### config.mk
export PLATFORM = sky130hd
export DESIGN_NAME = shift_reg_piso
export DESIGN_NICKNAME = d
export VERILOG_FILES = /design/src/rtl/shift_reg_piso.sv
export SDC_FILE = /design/constraint.sdc
export NUM_CORES = 1
export LEC_CHECK = 0
export CORE_AREA = 2 2 39 41
export CTS_CLUSTER_SIZE = 25
export DETAILED_ROUTE_END_ITERATION = 7
export DIE_AREA = 0 0 41 43
export PLACE_DENSITY = 0.62
export SLEW_MARGIN = 10
export SYNTH_ARGS = -nofsm -noshare
export SYNTH_HDL_FRONTEND = slang
export SYNTH_SLANG_ARGS = --single-unit
### constraint.sdc
create_clock -name clk -period 2.48 [get_ports clk]
set_input_delay 0.496 -clock clk [delete_from_list [all_inputs] [get_ports clk]]
set_output_delay 0.496 -clock clk [all_outputs]
set_load 0.02 [all_outputs]
### src/rtl/shift_reg_piso.sv
// Parallel-in serial-out transmitter: takes a WIDTH-bit word on a valid/ready handshake and shifts it out MSB first.
// Optional feature: define PISO_PARITY_EN to append one even-parity bit after the data bits.
module shift_reg_piso #(
  parameter int WIDTH = 4
) (
  input  logic             clk,
  input  logic             reset_n,
  input  logic             load_valid,
  input  logic [WIDTH-1:0] din,
  output logic             load_ready,
  output logic             sdo,
  output logic             sdo_valid,
  output logic             last,
  output logic             busy
);

  // Handshake: a word is taken on any posedge where load_valid && load_ready.
  // load_ready depends only on registered state; load_valid may be held by the producer.
`ifdef PISO_PARITY_EN
  localparam int FRAME = WIDTH + 1;
`else
  localparam int FRAME = WIDTH;
`endif
  localparam int CW = $clog2(FRAME + 1);

  typedef enum logic {IDLE = 1'b0, SHIFT = 1'b1} state_t;

  state_t           state_q, state_d;
  logic [WIDTH-1:0] sreg_q, sreg_d;
  logic [CW-1:0]    cnt_q, cnt_d;
  logic             cnt_zero;
  logic             accept;
  logic             frame_bit;

`ifdef PISO_PARITY_EN
  logic par_q, par_d;
`endif

  always_comb begin
    cnt_zero   = (cnt_q == '0);
    busy       = (state_q == SHIFT);
    sdo_valid  = busy;
    last       = busy && cnt_zero;
    load_ready = !busy || cnt_zero;
`ifdef PISO_PARITY_EN
    // The final frame slot carries the parity captured at accept.
    frame_bit  = cnt_zero ? par_q : sreg_q[WIDTH-1];
`else
    frame_bit  = sreg_q[WIDTH-1];
`endif
    sdo        = busy ? frame_bit : 1'b0;
    accept     = load_valid && load_ready;
  end

  always_comb begin
    state_d = state_q;
    sreg_d  = sreg_q;
    cnt_d   = cnt_q;
`ifdef PISO_PARITY_EN
    par_d   = par_q;
`endif
    if (accept) begin
      state_d = SHIFT;
      sreg_d  = din;
      cnt_d   = CW'(FRAME - 1);
`ifdef PISO_PARITY_EN
      par_d   = ^din;
`endif
    end else if (state_q == SHIFT) begin
      if (!cnt_zero) begin
        sreg_d = {sreg_q[WIDTH-2:0], 1'b0};
        cnt_d  = cnt_q - CW'(1);
      end else begin
        state_d = IDLE;
        sreg_d  = '0;
`ifdef PISO_PARITY_EN
        par_d   = 1'b0;
`endif
      end
    end
  end

  always_ff @(posedge clk or negedge reset_n) begin
    if (!reset_n) begin
      state_q <= IDLE;
      sreg_q  <= '0;
      cnt_q   <= '0;
`ifdef PISO_PARITY_EN
      par_q   <= 1'b0;
`endif
    end else begin
      state_q <= state_d;
      sreg_q  <= sreg_d;
      cnt_q   <= cnt_d;
`ifdef PISO_PARITY_EN
      par_q   <= par_d;
`endif
    end
  end

endmodule
==> metrics.yaml <==
floorplan:
  die_w_um: 41
  start_util: 0.335
  die_h_um: 43
  core_um2: 1380
  fp-row-count: 14
  die-area_um2: 1760
  ios: 12
power_and_ir_drop:
  internal-power_mw: 0.414
  switching_share: 0.382
  p_clk_frac: 0.151
  leakage_nw: 0.272
  p_seq_frac: 0.338
  combPwrFrac: 0.511
  powerDensity_nw_per_um2: 1120
  ir_worst_vdd_mv: 0.467
  power_switching_mw: 0.256
cells_and_area:
  final_nets: 67
  num_antenna_cells: 0
  drive_gt1_frac: 0.125
  fillers: 150
  area_growth_syn_to_layout_pct: 28.9
clock_tree:
  cts_buffer_depth: 2
  htree_levels: 1
  cts_hold_buf: 0
  ctsResizeCount: 0
  cts_tree: "built"
  path_clk_slew_ns: 0.05
  cts-buffers-inserted: 3
  cts_setup_buffers: 0
  cts.sinks: 8
  worstSkewPairLatency_ns: 0.25
  root_buffer: "clkbuf_4"
timing:
  period_share: 0.908
  hold_violations: 0
  fin_setup_tns_ns: 0
  setup_ws_ns: 0.228
  maxSlewHeadroom: 0.724
  post-route-min-period_ns: 2.25
  skew_ns: 0.00291
  rsz0062_at_grt: "false"
  tightest_slew_ns: 0.412
  drv_slew: 0
  finalSetupViolCount: 0
  max_freq_mhz: 444
setup_path:
  critPathRequiredTime_ns: 1.98
  worstPathArrival_ns: 1.76
  worstPathMaxFanout: 5
  cp-start-kind: "flip-flop"
  path_class: "flip-flop to output port"
  setup.worst_path.end_class: "output port"
global_routing:
  antenna_found_initial: 0
  grt_pass1_wl_mm: 1.27
  grt_pass1_vias: 285
  grt_usage: 0.114
  grt_max_degree: 10
  grt_overflow_total: 0
run:
  max-cap-violations: 0
min_path:
  hp-class: "flip-flop to flip-flop"
logic_synthesis:
  synth_top_area_frac: 0.432
  syn_inst: 44
  yosysTopAreaCell: "dfrtp_1"
  seq_area_frac_synth: 0.432
  ys_seq_elements: 8
  synthTopCellsByArea: "dfrtp_1, mux2i_1, a32oi_1"
  synth.distinct_cells: 18
  yosysWarningCount: 0
  syn_area_um2: 463
  syn_area_per_cell_um2: 10.5
  syn_nets: 53
drt:
  drt-initial-drc-count: 6
  wl_per_cell_um: 11.5
  routed_wl_um: 829
  ant_nets: 0
  vias: 328
  viasPerCell: 4.56
  first_pass_iters: 2
  drc: 0
placement:
  place_congestion: 0.679
  dpl.hpwl_um: 617
  numPortBuffers: 11
  place_ws_ns: 0.494
run_status:
  outcome: "finished clean"
logic make-up (layout without fill, tap and decap cells):
kind of cell / after synthesis / after routing / share of synthesized area
flops: 8 / 8 / 0.432
buf+inv: 7 / 19 / 0.0892
simple gates: 12 / 12 / 0.173
compound gates: 9 / 9 / 0.122
fa+ha+maj: 2 / 2 / 0.0540
mux: 6 / 6 / 0.130
per-stage QoR:
step / area (um^2) / hold slack [ns] / std cells / power (mW) / util
3_5_place_dp: 574 / 0.468 / 69 / 0.575 / 0.415
3_3_place_gp: 574 / 0.463 / 69 / 0.571 / 0.415
4_1_cts: 597 / 0.475 / 72 / 0.683 / 0.431
6_report: 597 / 0.471 / 72 / 0.669 / 0.431
5_1_grt: 597 / 0.486 / 72 / 0.725 / 0.431
2_1_floorplan: 463 / 0.200 / 44 / 0.463 / -
final timing paths:
kind	start	to	slack, ns	cells after the start
min	cnt_q[0]	cnt_q[0]	0.47	1
min in group asynchronous	reset_n	cnt_q[2]	0.53	1
max reg2reg	cnt_q[0]	sreg_q[2]	1.25	5
min reg2reg	cnt_q[0]	cnt_q[0]	0.47	1
max in group asynchronous	reset_n	cnt_q[0]	1.67	1
max	cnt_q[0]	load_ready	0.23	5
power groups by stage:
| stage | combinational, mW | sequential, mW | clock, mW |
|---|---|---|---|
| after global placement | 0.343 | 0.229 | 0 |
| after floorplan | 0.241 | 0.222 | 0 |
| final | 0.342 | 0.226 | 0.101 |
| after detailed placement | 0.345 | 0.230 | 0 |
| after CTS | 0.348 | 0.228 | 0.107 |
| after global routing | 0.374 | 0.233 | 0.118 |
critical path, cell delays in order (launching register included):
cell	delay, ns
dfrtp_1	0.38
inv_1	0.08
ha_1	0.24
nand2b_4	0.10
nand2_4	0.10
clkdlybuf4s50_1	0.60
cell type report:
cell class	instances	area, um^2	area share
Multi-Input combinational cell	29	221	0.371
Sequential cell	8	200	0.335
Timing Repair Buffer	12	118	0.197
Clock buffer	3	22.5	0.0377
Tap cell	16	20.0	0.0335
Inverter	4	15.0	0.0252
registers in the layout, indices dropped and copies added (netlist names):
signal  count
busy        1
cnt_q       3
sreg_q      4
Yosys cell counts:
cell type / instances
and3b_4: 1
o21ai_1: 3
o21ai_0: 2
a21oi_1: 1
nand2b_4: 1
nor2_1: 4
dfrtp_1: 8
nand2b_1: 1
nand2_1: 2
buf_6: 1
buf_4: 2
nand2_4: 1
and2_1: 1
mux2i_1: 6
a32oi_1: 3
inv_1: 4
ha_1: 2
nor3b_1: 1
layer usage:
metal,wire (um),GRT usage,vias up,part of all wire
met4,0,0.0800,0,0
met5,0,0,-,0
met3,53,0.0628,0,0.064
met1,410,0.155,146,0.49
met2,364,0.131,8,0.44
li1,-,-,174,-
cells in the final DEF, fill, tap and decap left out, types with 2 or more instances in the layout:
master | netlist | routed
a32oi_1 | 3 | 3
ha_1 | 2 | 2
clkbuf_4 | 0 | 3
inv_1 | 4 | 4
mux2i_1 | 6 | 6
clkdlybuf4s50_1 | 0 | 11
nor2_1 | 4 | 4
nand2_1 | 2 | 2
o21ai_1 | 3 | 3
dfrtp_1 | 8 | 8
o21ai_0 | 2 | 2
Power figures use the tool's default switching activity.
==> patch 1, RTL diff (same settings) <==
`WIDTH`: 4 -> 8.
--- a/src/rtl/shift_reg_piso.sv
+++ b/src/rtl/shift_reg_piso.sv
@@ -3,3 +3,3 @@
 module shift_reg_piso #(
-  parameter int WIDTH = 4
+  parameter int WIDTH = 8
 ) (
Ports: changed (resized din); port bits go from 12 to 16. The function was not compared with the original's and may differ.
==> patch 1 against the original RTL <==
Area after synthesis increased by 49%; register-to-register slack got worse by 0.66 ns; critical path depth unchanged; final area increased by 48%; wire length increased by 62%; total power increased by 35%; worst setup slack got worse by 0.056 ns; non-clock buffer count increased by 8; sequential cell count increased by 5; largest power group unchanged.
==> patch 1: results <==
[global_routing]
grt_pass1_wl_um = 2400
grt_usage_pct = 19.8
use_met3_pct = 3.14
grt_max_degree = 14
use_met2_pct = 31.6
first_global_vias = 576

[status]
status = finished clean

[route]
top_layer_used = met4
vias = 564
drtPass1Iterations = 4
m1WireLength_um = 621
wl_met2_um = 659
route.met3.wl_um = 45

[worst_setup_path]
crit_end = last
start_kind = flip-flop
rrSetupSlack_ns = 0.59
critPathSlowestCell = or3b_1
arrival_ns = 1.81
r2r_cells = 6

[clock_network]
clk-insertion-delay-late_ns = 0.27
clk_pin_slew_ns = 0.08
cts_buffers = 3
ctsRootBufferMaster = clkbuf_4

[sta]
finClkSkew_ns = 0.00138
relSlewSlack_pct = 61.2

[placement]
placed_area_sq_um = 863
portBuffers = 15
dp_hpwl_um = 962

[logic_synthesis]
yosysUniqueCellTypes = 21
ys_seq_area_share_pct = 47.0
synthTopCellsByArea = dfrtp_1, mux2i_1, a221o_1, nor2_1, a211oi_1
synth_nets = 78
synthTopCellsByCount = dfrtp_1, nor2_1, mux2i_1, a221o_1, inv_1

[cells_and_area]
drive_above_1_share_pct = 11.9
largest_reg_flops = 8

[power_and_ir_drop]
vdd_drop_max_v = 0.000506
leakage_uw = 0.000421
[patch 1: cell type report]
class                      count  area [sq um]
fill                         120           500
tap                           16          20.0
sequential                    13           325
multi-input combinational     41           308
inverter                       6          22.5
clock buffer                   4          26.3
timing repair buffer          20           181
[patch 1: power by group]
part	internal (uW)	switching, uW	total, uW
Sequential	297	77.1	375
Clock	62.3	67.5	130
Combinational	213	187	401
[patch 1: kinds of logic (layout without fill, tap and decap cells)]
logic type      after synthesis  count (layout)  share of synthesized area [%]
compound gates               16              16                           19.3
xor+xnor                      1               1                           1.27
fa+ha+maj                     1               1                           1.81
buf+inv                      12              30                           8.50
flops                        13              13                           47.0
mux                           8               8                           11.6
simple gates                 15              15                           10.5
[patch 1: per-stage QoR]
step	hold WS, ns	utilization [%]	setup WS (ns)	std cells
after global routing	0.546	63.8	0.0338	100
after global placement	0.502	62.4	0.116	96
after detailed placement	0.504	62.4	0.0909	96
after CTS	0.523	64.1	0.0533	100
after floorplan	0.200	-	0.477	66
final	0.519	63.8	0.172	100
==> patch 2, RTL diff (config.mk and constraints unchanged) <==
Without the edit above. Reset style: synchronous (`reset_n`), changed in one clocked block.
--- a/src/rtl/shift_reg_piso.sv
+++ b/src/rtl/shift_reg_piso.sv
@@ -82,3 +82,3 @@
 
-  always_ff @(posedge clk or negedge reset_n) begin
+  always_ff @(posedge clk) begin
     if (!reset_n) begin
Formal check against the unedited RTL: differs if reset_n is asserted again (counterexample within 4 cycles, from zero or initial values and one cycle with reset_n low); with reset_n held inactive, the same outputs for 10 cycles.
==> patch 2 against the original RTL <==
First-iteration DRC count down 67%; highest routed layer unchanged; worst hold slack worse by 0.00088 ns; wire length down 6.2%; critical path type unchanged; final area is 10% lower; area after synthesis decreased by 13%; worst setup slack got worse by 0.093 ns; sequential cell count unchanged.
Power is not compared: it rests on default switching activity, and its combinational part moved more than twofold at a synthesized area within 25%.
==> patch 2: results <==
[sta]
drv_slew = 0
finClkSkew_ns = 0.00305
timing.hold.ws_ns = 0.471

[placement]
gp_congestion = 0.731
dp_slack_ns = 0.389
dp_hpwl_um = 583
placed_area_sq_um = 514

[worst_setup_path]
rr_endpoint = cnt_q[0]
arrival_ns = 1.85
cp_max_fo = 4
r2r_cells = 7

[cells_and_area]
fillCellCount = 152
drive_above_1_share_pct = 15.5
nNetsFinal = 69

[logic_synthesis]
synthTopCellsByArea = dfxtp_1, a32oi_1, ha_1, inv_1, nor2_1
ys_seq_area_share_pct = 39.8
synth_nets = 55
yosysUniqueCellTypes = 19
syn_avg_cell_area_sq_um = 8.76
synthTopCellsByCount = dfxtp_1, inv_1, nor2_1
synthArstFlopShare_pct = 0
synth-compound-area-share_pct = 25.8
synthMuxAreaShare_pct = 0
synth_fa_ha_area_share_pct = 6.21

[global_routing]
grt_pass1_wl_um = 1150
grt_max_degree = 14
first_global_vias = 307
grt_usage_pct = 9.87

[route]
wl_um = 778
drtIter0Drc = 2
wl_per_cell_um = 10.5

[hold_path]
min-delay-start = cnt_q[0]
min_to = cnt_q[0]

[status]
status = finished clean

[power_and_ir_drop]
power.total_uw = 316
## patch 2: cell types whose count changed in the layout (fill, tap and decap cells not counted), moves of 2 or more
cell      delta
a21oi_1      +2
and2_2       +2
mux2i_1      -6
inv_1        +2
nor3_1       +3
a211oi_1     +2
o21ai_1      -3
dfxtp_1      +8
o21ai_0      -2
o31ai_1      +2
dfrtp_1      -8
a21o_2       +2
nand2_1      -2
## patch 2: layout make-up
class	instances	area [sq um]	share of cell area (%)
Tap cell	16	20.0	3.73
Sequential cell	8	160	29.8
Timing Repair Buffer	12	118	21.9
Multi-Input combinational cell	28	190	35.4
Inverter	7	26.3	4.90
Clock buffer	3	22.5	4.20
## patch 2: routing by layer
metal | GRT usage (%) | up-vias | part of all wire, %
met2 | 14.1 | 11 | 42
met1 | 11.4 | 164 | 48
li1 | - | 185 | -
met5 | 0 | - | 0
met3 | 6.28 | 0 | 11
met4 | 4.00 | 0 | 0
